## src/rtl/alu_share_arbiter.sv

```systemverilog
// Round-robin share of one external combinational ALU between two requesters,
// with operand latching, multi-cycle MUL sequencing and a buffered tagged response.
module alu_share_arbiter #(
    parameter int DATA_W     = 32,
    parameter int CTRL_W     = 4,
    parameter int MUL_CYCLES = 2
) (
    input  logic                clk_i,
    input  logic                rst_i,
    input  logic [1:0]          req_valid_i,
    output logic [1:0]          req_ready_o,
    input  logic [2*DATA_W-1:0] req_src1_i,
    input  logic [2*DATA_W-1:0] req_src2_i,
    input  logic [2*CTRL_W-1:0] req_ctrl_i,
    output logic [DATA_W-1:0]   alu_src1_o,
    output logic [DATA_W-1:0]   alu_src2_o,
    output logic [CTRL_W-1:0]   alu_ctrl_o,
    input  logic [DATA_W-1:0]   alu_result_i,
    input  logic                alu_zero_i,
    output logic                rsp_valid_o,
    input  logic                rsp_ready_i,
    output logic                rsp_id_o,
    output logic [DATA_W-1:0]   rsp_result_o,
    output logic                rsp_zero_o
);
    // state | meaning
    // IDLE  | arbitrate between valid requesters, accept one op
    // EXEC  | operands held on ALU, counting down execution cycles
    // RESP  | result buffered, waiting for consumer ready
    typedef enum logic [1:0] {IDLE, EXEC, RESP} state_t;

    localparam int CNT_W = (MUL_CYCLES < 2) ? 1 : $clog2(MUL_CYCLES + 1);
    localparam logic [CTRL_W-1:0] CTRL_MUL = CTRL_W'(3);

    state_t            state, state_nxt;
    logic              last_grant;
    logic              id_q;
    logic [CNT_W-1:0]  cnt;
    logic [1:0]        grant;
    logic              accept;
    logic              grant_idx;
    logic [DATA_W-1:0] sel_src1, sel_src2;
    logic [CTRL_W-1:0] sel_ctrl;

    always_ff @(posedge clk_i or posedge rst_i) begin
        if (rst_i) state <= IDLE;
        else       state <= state_nxt;
    end

    // Ready is masked during reset so the grant is zero immediately.
    always_comb begin
        state_nxt = state;
        grant     = 2'b00;
        accept    = 1'b0;
        case (state)
            IDLE: begin
                if (!rst_i) begin
                    case (req_valid_i)
                        2'b01:   grant = 2'b01;
                        2'b10:   grant = 2'b10;
                        2'b11:   grant = last_grant ? 2'b01 : 2'b10;
                        default: grant = 2'b00;
                    endcase
                end
                if (|(req_valid_i & grant)) begin
                    accept    = 1'b1;
                    state_nxt = EXEC;
                end
            end
            EXEC: if (cnt == CNT_W'(1)) state_nxt = RESP;
            RESP: if (rsp_ready_i) state_nxt = IDLE;
            default: state_nxt = IDLE;
        endcase
    end

    assign req_ready_o = grant;
    assign grant_idx   = grant[1];
    assign sel_src1    = grant_idx ? req_src1_i[2*DATA_W-1:DATA_W] : req_src1_i[DATA_W-1:0];
    assign sel_src2    = grant_idx ? req_src2_i[2*DATA_W-1:DATA_W] : req_src2_i[DATA_W-1:0];
    assign sel_ctrl    = grant_idx ? req_ctrl_i[2*CTRL_W-1:CTRL_W] : req_ctrl_i[CTRL_W-1:0];

    always_ff @(posedge clk_i or posedge rst_i) begin
        if (rst_i) begin
            alu_src1_o   <= '0;
            alu_src2_o   <= '0;
            alu_ctrl_o   <= '0;
            rsp_valid_o  <= 1'b0;
            rsp_id_o     <= 1'b0;
            rsp_result_o <= '0;
            rsp_zero_o   <= 1'b0;
            id_q         <= 1'b0;
            last_grant   <= 1'b1;
            cnt          <= '0;
        end else begin
            if (accept) begin
                alu_src1_o <= sel_src1;
                alu_src2_o <= sel_src2;
                alu_ctrl_o <= sel_ctrl;
                id_q       <= grant_idx;
                last_grant <= grant_idx;
                cnt        <= (sel_ctrl == CTRL_MUL) ? CNT_W'(MUL_CYCLES) : CNT_W'(1);
            end
            if (state == EXEC) begin
                cnt <= cnt - CNT_W'(1);
                if (cnt == CNT_W'(1)) begin
                    rsp_result_o <= alu_result_i;
                    rsp_zero_o   <= alu_zero_i;
                    rsp_id_o     <= id_q;
                    rsp_valid_o  <= 1'b1;
                end
            end
            if (state == RESP && rsp_ready_i) rsp_valid_o <= 1'b0;
        end
    end
endmodule

```

## config.mk

```make
export PLATFORM = sky130hd
export DESIGN_NAME = alu_share_arbiter
export DESIGN_NICKNAME = d
export VERILOG_FILES = /design/src/rtl/alu_share_arbiter.sv
export SDC_FILE = /design/constraint.sdc
export NUM_CORES = 1
export LEC_CHECK = 0
export ABC_AREA = 1
export CAP_MARGIN = 25
export CORE_ASPECT_RATIO = 0.5
export CORE_MARGIN = 2
export CORE_UTILIZATION = 41
export DETAILED_ROUTE_END_ITERATION = 8
export GPL_ROUTABILITY_DRIVEN = 0
export PLACE_DENSITY = 0.92
export SYNTH_ARGS = -nofsm -noshare
export SYNTH_HDL_FRONTEND = slang
export SYNTH_SLANG_ARGS = --single-unit
```

## constraint.sdc

```tcl
create_clock -name clk_i -period 13.8 [get_ports clk_i]
set_input_delay 2.76 -clock clk_i [delete_from_list [all_inputs] [get_ports clk_i]]
set_output_delay 2.76 -clock clk_i [all_outputs]
set_load 0.005 [all_outputs]
```

==> flow_metrics.env, run 1 <==
export IMPL_powerDensity_mw_per_mm2=199.6
export IMPL_postCtsHoldBufs=0
export IMPL_layoutNonFillerInstCount=913
export IMPL_dp_cells=897
export IMPL_grt_util_met1=0.2879
export IMPL_grt_setup_unrepaired="no"
export IMPL_hold_viol_final=0
export IMPL_wl_microns=16450
export IMPL_register_area_sq_mm=0.002729
export IMPL_hpwl_microns=11670
export IMPL_grt_max_degree=75
export IMPL_crit_type="in2out"
export IMPL_fmax_mhz=140.6
export IMPL_antennaDiodeCount=0
export IMPL_worstPathRequired_ps=11040
export IMPL_nFillCells=815
export IMPL_status="finished clean"
export IMPL_finClkSkew_ps=5.890
export IMPL_root_buffer="clkbuf_16"
export IMPL_hold_path_depth=2
export IMPL_postCtsSetupRepairBufs=0
export IMPL_first_pass_iters=6
export IMPL_clock_sink_count=109
export IMPL_cts_buffer_depth=2
export IMPL_cp_end_kind="output pin"
export IMPL_track_usage=0.2583
export IMPL_relSlewSlack=0.3365
export IMPL_multi_input_area_sq_mm=0.001793
export IMPL_crit_arrival_ps=4350
export IMPL_seq_area_frac_synth=0.5720
export IMPL_yosysTopAreaCellShare=0.5665
export IMPL_area_growth_pct=66.35
export IMPL_grt_pass1_vias=4817
export IMPL_vias_per_cell=5.158
export IMPL_initial_core_util=0.4279
export IMPL_netlist_area_sq_mm=0.004771
export IMPL_syn_nets=676
export IMPL_fin_util=0.7119
export IMPL_cp_start_kind="input port"
export IMPL_setup_viol_count_final=0
export IMPL_drc_errors=0
export IMPL_synthCells=501
export IMPL_setup_tns_ps=0
export IMPL_via_count=4709
export IMPL_fp_coreArea_sq_mm=0.01115
export IMPL_drtAntennaViolNets=0
export IMPL_grt_pass1_wl_microns=24830
export IMPL_nets=938
export IMPL_p_total_mw=1.584
export IMPL_grt_use_met2=0.4811
export IMPL_drive_gt1_frac=0.07161
export IMPL_drt_iter0_drc=350
export IMPL_clkLatencyLatePin_ps=350
export IMPL_hp_class="reg2reg"
export IMPL_ys_warnings_count=0
export IMPL_fp_dieW_microns=156.6
export IMPL_synth_cell_types=24
export IMPL_ff2ff_path_depth=8
export IMPL_fp_row_count=27
export IMPL_grt_ovfl_total=0
export IMPL_busiest_layer="met2"
export IMPL_synth_area_leaders="dfrtp_1 (57%), o21ai_1 (8.3%), nand2_1 (7.4%)"
export IMPL_post_route_period_util=0.5153
export IMPL_ir_worst_vdd_mv=0.09528
export IMPL_min_period_ps=7111
export IMPL_finalMaxSlewViolations=0
export IMPL_die_y_microns=80.28
export IMPL_met3_usage=0.05343
export IMPL_leakage_nw=3.389
export IMPL_cts_buffers=9
export IMPL_crit_fanout=28
export IMPL_ys_ff_latch=109
export IMPL_io_pins=279
export IMPL_cts_tree="built"
export IMPL_ctsHtreeMaxLevel=3
export IMPL_dieArea_sq_mm=0.01257
export IMPL_postCtsResizedCells=0
export IMPL_synth_area_per_cell_sq_um=9.523
export IMPL_port_buffers=278
export IMPL_wl_per_cell_microns=18.02
export IMPL_clk_pin_slew_ps=70
export IMPL_antenna_found_initial=0
export IMPL_worst_pin_slew_ps=993.8
export IMPL_synth_top_cell_by_area="dfrtp_1"
export IMPL_drv_cap=0
## cells by family (layout without fill, tap and decap cells)
| family | after synthesis | after routing | synth area share |
|---|---|---|---|
| compound gates | 138 | 138 | 0.1479 |
| flops | 109 | 109 | 0.5720 |
| buf+inv | 45 | 312 | 0.05376 |
| simple gates | 175 | 175 | 0.1458 |
| mux | 33 | 33 | 0.07789 |
| fa+ha+maj | 1 | 1 | 0.002622 |
## cells in the final DEF (no fill, tap or decap)
| cell type | instances |
|---|---|
| buf_12 | 1 |
| buf_4 | 4 |
| clkbuf_16 | 9 |
| o21bai_1 | 2 |
| o21ai_1 | 79 |
| nand2_1 | 94 |
| nand2_2 | 4 |
| nand3_1 | 3 |
| dfrtp_1 | 108 |
| clkinv_4 | 3 |
| nor2_1 | 70 |
| o31ai_1 | 1 |
| inv_2 | 3 |
| mux2_2 | 20 |
| clkdlybuf4s50_1 | 278 |
| mux2_1 | 13 |
| clkinvlp_4 | 1 |
| o21ai_0 | 54 |
| nor2_4 | 3 |
| inv_4 | 1 |
| bufinv_16 | 3 |
| o21ai_4 | 1 |
| or2_2 | 1 |
| inv_1 | 9 |
| ha_1 | 1 |
| dfstp_2 | 1 |
| a22o_1 | 1 |
## per-stage QoR
step / worst slack, ps / instance area (sq um) / hold WS, ps
3_5_place_dp: 6660 / 7587 / 465.9
4_1_cts: 6653 / 7936 / 481.5
3_3_place_gp: 6711 / 7567 / 462.1
6_report: 6689 / 7936 / 482.0
5_1_grt: 6556 / 7936 / 492.3
2_1_floorplan: 5243 / 4771 / 443.0
## area by class of cell
class | count | area share
clock buffer | 9 | 0.02838
clock inverter | 7 | 0.01561
inverter | 13 | 0.006464
multi-input combinational | 347 | 0.2259
sequential | 109 | 0.3438
tap | 145 | 0.02286
timing repair buffer | 283 | 0.3569
## worst max-delay path, cell delays in order
cell             delay [ps]
clkdlybuf4s50_1         500
inv_4                   330
nand2_2                 150
nor2_4                  110
clkdlybuf4s50_1         500
## registers in the layout, summed over array words and instances, names as in the netlist
signal,cells
rsp_zero_o,1
rsp_result_o,32
alu_src1_o,32
alu_src2_o,32
rsp_id_o,1
state,2
id_q,1
alu_ctrl_o,4
rsp_valid_o,1
cnt,2
last_grant,1
## cell usage after synthesis
library cell  count
nand3_1           3
buf_6             5
inv_1            10
buf_2            16
nor2_4            3
dfstp_2           1
o31ai_1           1
a22o_1            1
mux2_1           13
buf_4             7
nand2_1          94
nand2_2           4
o21bai_1          2
inv_2             3
nor2_1           70
o21ai_0          54
ha_1              1
o21ai_2           1
o21ai_1          79
dfrtp_1         108
mux2_2           20
or2_2             1
clkbuf_1          3
clkbuf_4          1
## per-layer routing
metal,vias to the layer above,part of all wire,wire length (microns)
li1,2172,-,-
met1,2301,0.37,6133
met2,185,0.54,8937
met3,51,0.045,735
met4,0,0.039,648
met5,-,0,0
## power by group
group          switching [mW]  leakage [nW]  internal, mW
Sequential             0.0922          1.32         0.479
Clock                   0.121         0.166         0.178
Combinational           0.298          1.90         0.415
## worst paths after layout
kind | start | to | slack (ps)
setup / recovery | rst_i | req_ready_o[1] | 6690
setup reg to reg | state[1] | alu_src1_o[8] | 11030
min in group asynchronous | rst_i | rsp_result_o[9] | 2830
hold reg to reg | alu_ctrl_o[2] | alu_ctrl_o[2] | 480
hold / removal | alu_ctrl_o[2] | alu_ctrl_o[2] | 480
max in group asynchronous | rst_i | last_grant | 9760
Note: power is estimated with default switching activity, not from simulation.
==> run 2: changes to the inputs <==
CORE_UTILIZATION = 38   (was 41)
PLACE_DENSITY = 0.87   (was 0.92)
clock period = 6.8 ns   (was 13.8 ns; I/O delays follow)
==> flow_metrics.env, run 2 (same netlist as run 1, synthesis figures left out) <==
export IMPL_postCtsSetupRepairBufs=0
export IMPL_grt_setup_unrepaired="no"
export IMPL_powerDensity_mw_per_mm2=389.8
export IMPL_initial_core_util=0.3970
export IMPL_top_layer="met4"
export IMPL_antenna_found_initial=0
export IMPL_io_pins=279
export IMPL_vias_per_cell=4.890
export IMPL_r2r_slack_ps=4110
export IMPL_track_usage=0.2330
export IMPL_leakage_nw=3.356
export IMPL_grt_pass1_wl_microns=24740
export IMPL_first_pass_iters=5
export IMPL_wl_microns=15760
export IMPL_finalMaxSlewViolations=0
export IMPL_ctsHtreeMaxLevel=3
export IMPL_worst_pin_slew_ps=1020
export IMPL_area_growth_pct=65.49
export IMPL_finClkSkew_ps=7.698
export IMPL_min_period_ps=4243
export IMPL_crit_type="in2out"
export IMPL_mostFrequentLayoutCells="clkdlybuf4s50_1 (278), dfrtp_1 (108), nand2_1 (94)"
export IMPL_p_total_mw=3.077
export IMPL_wl_met2_microns=8120
export IMPL_nets=938
export IMPL_crit_arrival_ps=2880
export IMPL_via_count=4562
export IMPL_grt_ovfl_total=0
export IMPL_hold_viol_final=0
export IMPL_drt_iter0_drc=267
export IMPL_cts_tree="built"
export IMPL_setup_viol_count_final=0
export IMPL_fmax_mhz=235.7
export IMPL_fp_dieW_microns=162.5
export IMPL_drive_gt1_frac=0.07031
export IMPL_cp_end_kind="output pin"
export IMPL_cts_buffer_depth=2
export IMPL_drtAntennaViolNets=0
export IMPL_root_buffer="clkbuf_16"
export IMPL_setup_tns_ps=0
export IMPL_hp_class="reg2reg"
export IMPL_dieArea_sq_mm=0.01352
export IMPL_post_route_period_util=0.6240
export IMPL_whs_ps=470.0
export IMPL_dr_wl_met3_microns=685
export IMPL_postCtsResizedCells=0
export IMPL_antennaDiodeCount=0
export IMPL_status="finished clean"
export IMPL_clock_sink_count=109
export IMPL_crit_fanout=23
export IMPL_reg_largest_list="alu_src1_o: 32 flops, alu_src2_o: 32 flops, rsp_result_o: 32 flops"
export IMPL_drv_cap=0
export IMPL_worstPathRequired_ps=5440
export IMPL_cp_start_kind="input port"
export IMPL_drc_errors=0
export IMPL_grt_max_degree=75
export IMPL_wl_met1_microns=6277
export IMPL_clkLatencyLatePin_ps=340
export IMPL_wl_per_cell_microns=16.89
export IMPL_final_common_cell="clkdlybuf4s50_1"
export IMPL_clk_pin_slew_ps=70
export IMPL_cts_buffers=9
export IMPL_die_y_microns=83.23
export IMPL_fp_coreArea_sq_mm=0.01202
export IMPL_ir_worst_vdd_mv=0.1662
export IMPL_fp_row_count=28
export IMPL_hpwl_microns=11420
export IMPL_port_buffers=278
export IMPL_relSlewSlack=0.3193
export IMPL_grt_pass1_vias=4795
export IMPL_postCtsHoldBufs=0
[run 2: cell types whose count changed in the layout (fill, tap and decap cells not counted)]
cell | before | now
clkinvlp_4 | 1 | 2
clkinv_2 | 0 | 1
buf_16 | 0 | 1
clkbuf_1 | 0 | 1
clkinv_4 | 3 | 1
buf_12 | 1 | 0
bufinv_16 | 3 | 0
inv_6 | 0 | 2
[run 2: final cells by class]
type / count / area (sq um)
Fill cell: 959 / 4121
Tap cell: 165 / 206.4
Timing Repair Buffer: 283 / 2840
Multi-Input combinational cell: 347 / 1793
Clock inverter: 6 / 46.29
Clock buffer: 10 / 229.0
Sequential cell: 109 / 2729
Inverter: 13 / 51.30
[run 2: path summary, 6_finish.rpt]
kind                                   end       start  cells past startpoint
hold reg to reg                 last_grant  last_grant                      2
setup / recovery            req_ready_o[1]       rst_i                      5
min in group asynchronous  rsp_result_o[5]       rst_i                      2
max in group asynchronous       last_grant       rst_i                      4
hold / removal                  last_grant  last_grant                      2
setup reg to reg             alu_src1_o[2]    state[1]                      8
[run 2: routing by layer]
layer  vias up  GRT usage
met2       171     0.4108
met1      2158     0.2737
li1       2181          -
met5         -          0
met3        52    0.04645
met4         0     0.1110
[run 2: stage by stage]
step                cell area [sq um]  setup slack [ps]  utilization  std cells
floorplan                        4771              1043            -        501
global placement                 7592              2566       0.6318        916
detailed placement               7620              2542       0.6341        917
CTS                              7895              2538       0.6570        933
global route                     7895              2445       0.6570        933
finish                           7895              2557       0.6570        933
[run 2: worst max-delay path: stages]
cell	delay, ps
clkdlybuf4s50_1	500
inv_4	270
nand2_2	140
nor2_4	110
clkdlybuf4s50_1	510
[run 2: power breakdown]
part           switching (mW)  leakage (nW)  internal (mW)
sequential              0.183          1.32          0.972
combinational           0.587          1.91          0.843
clock                   0.240         0.129          0.252
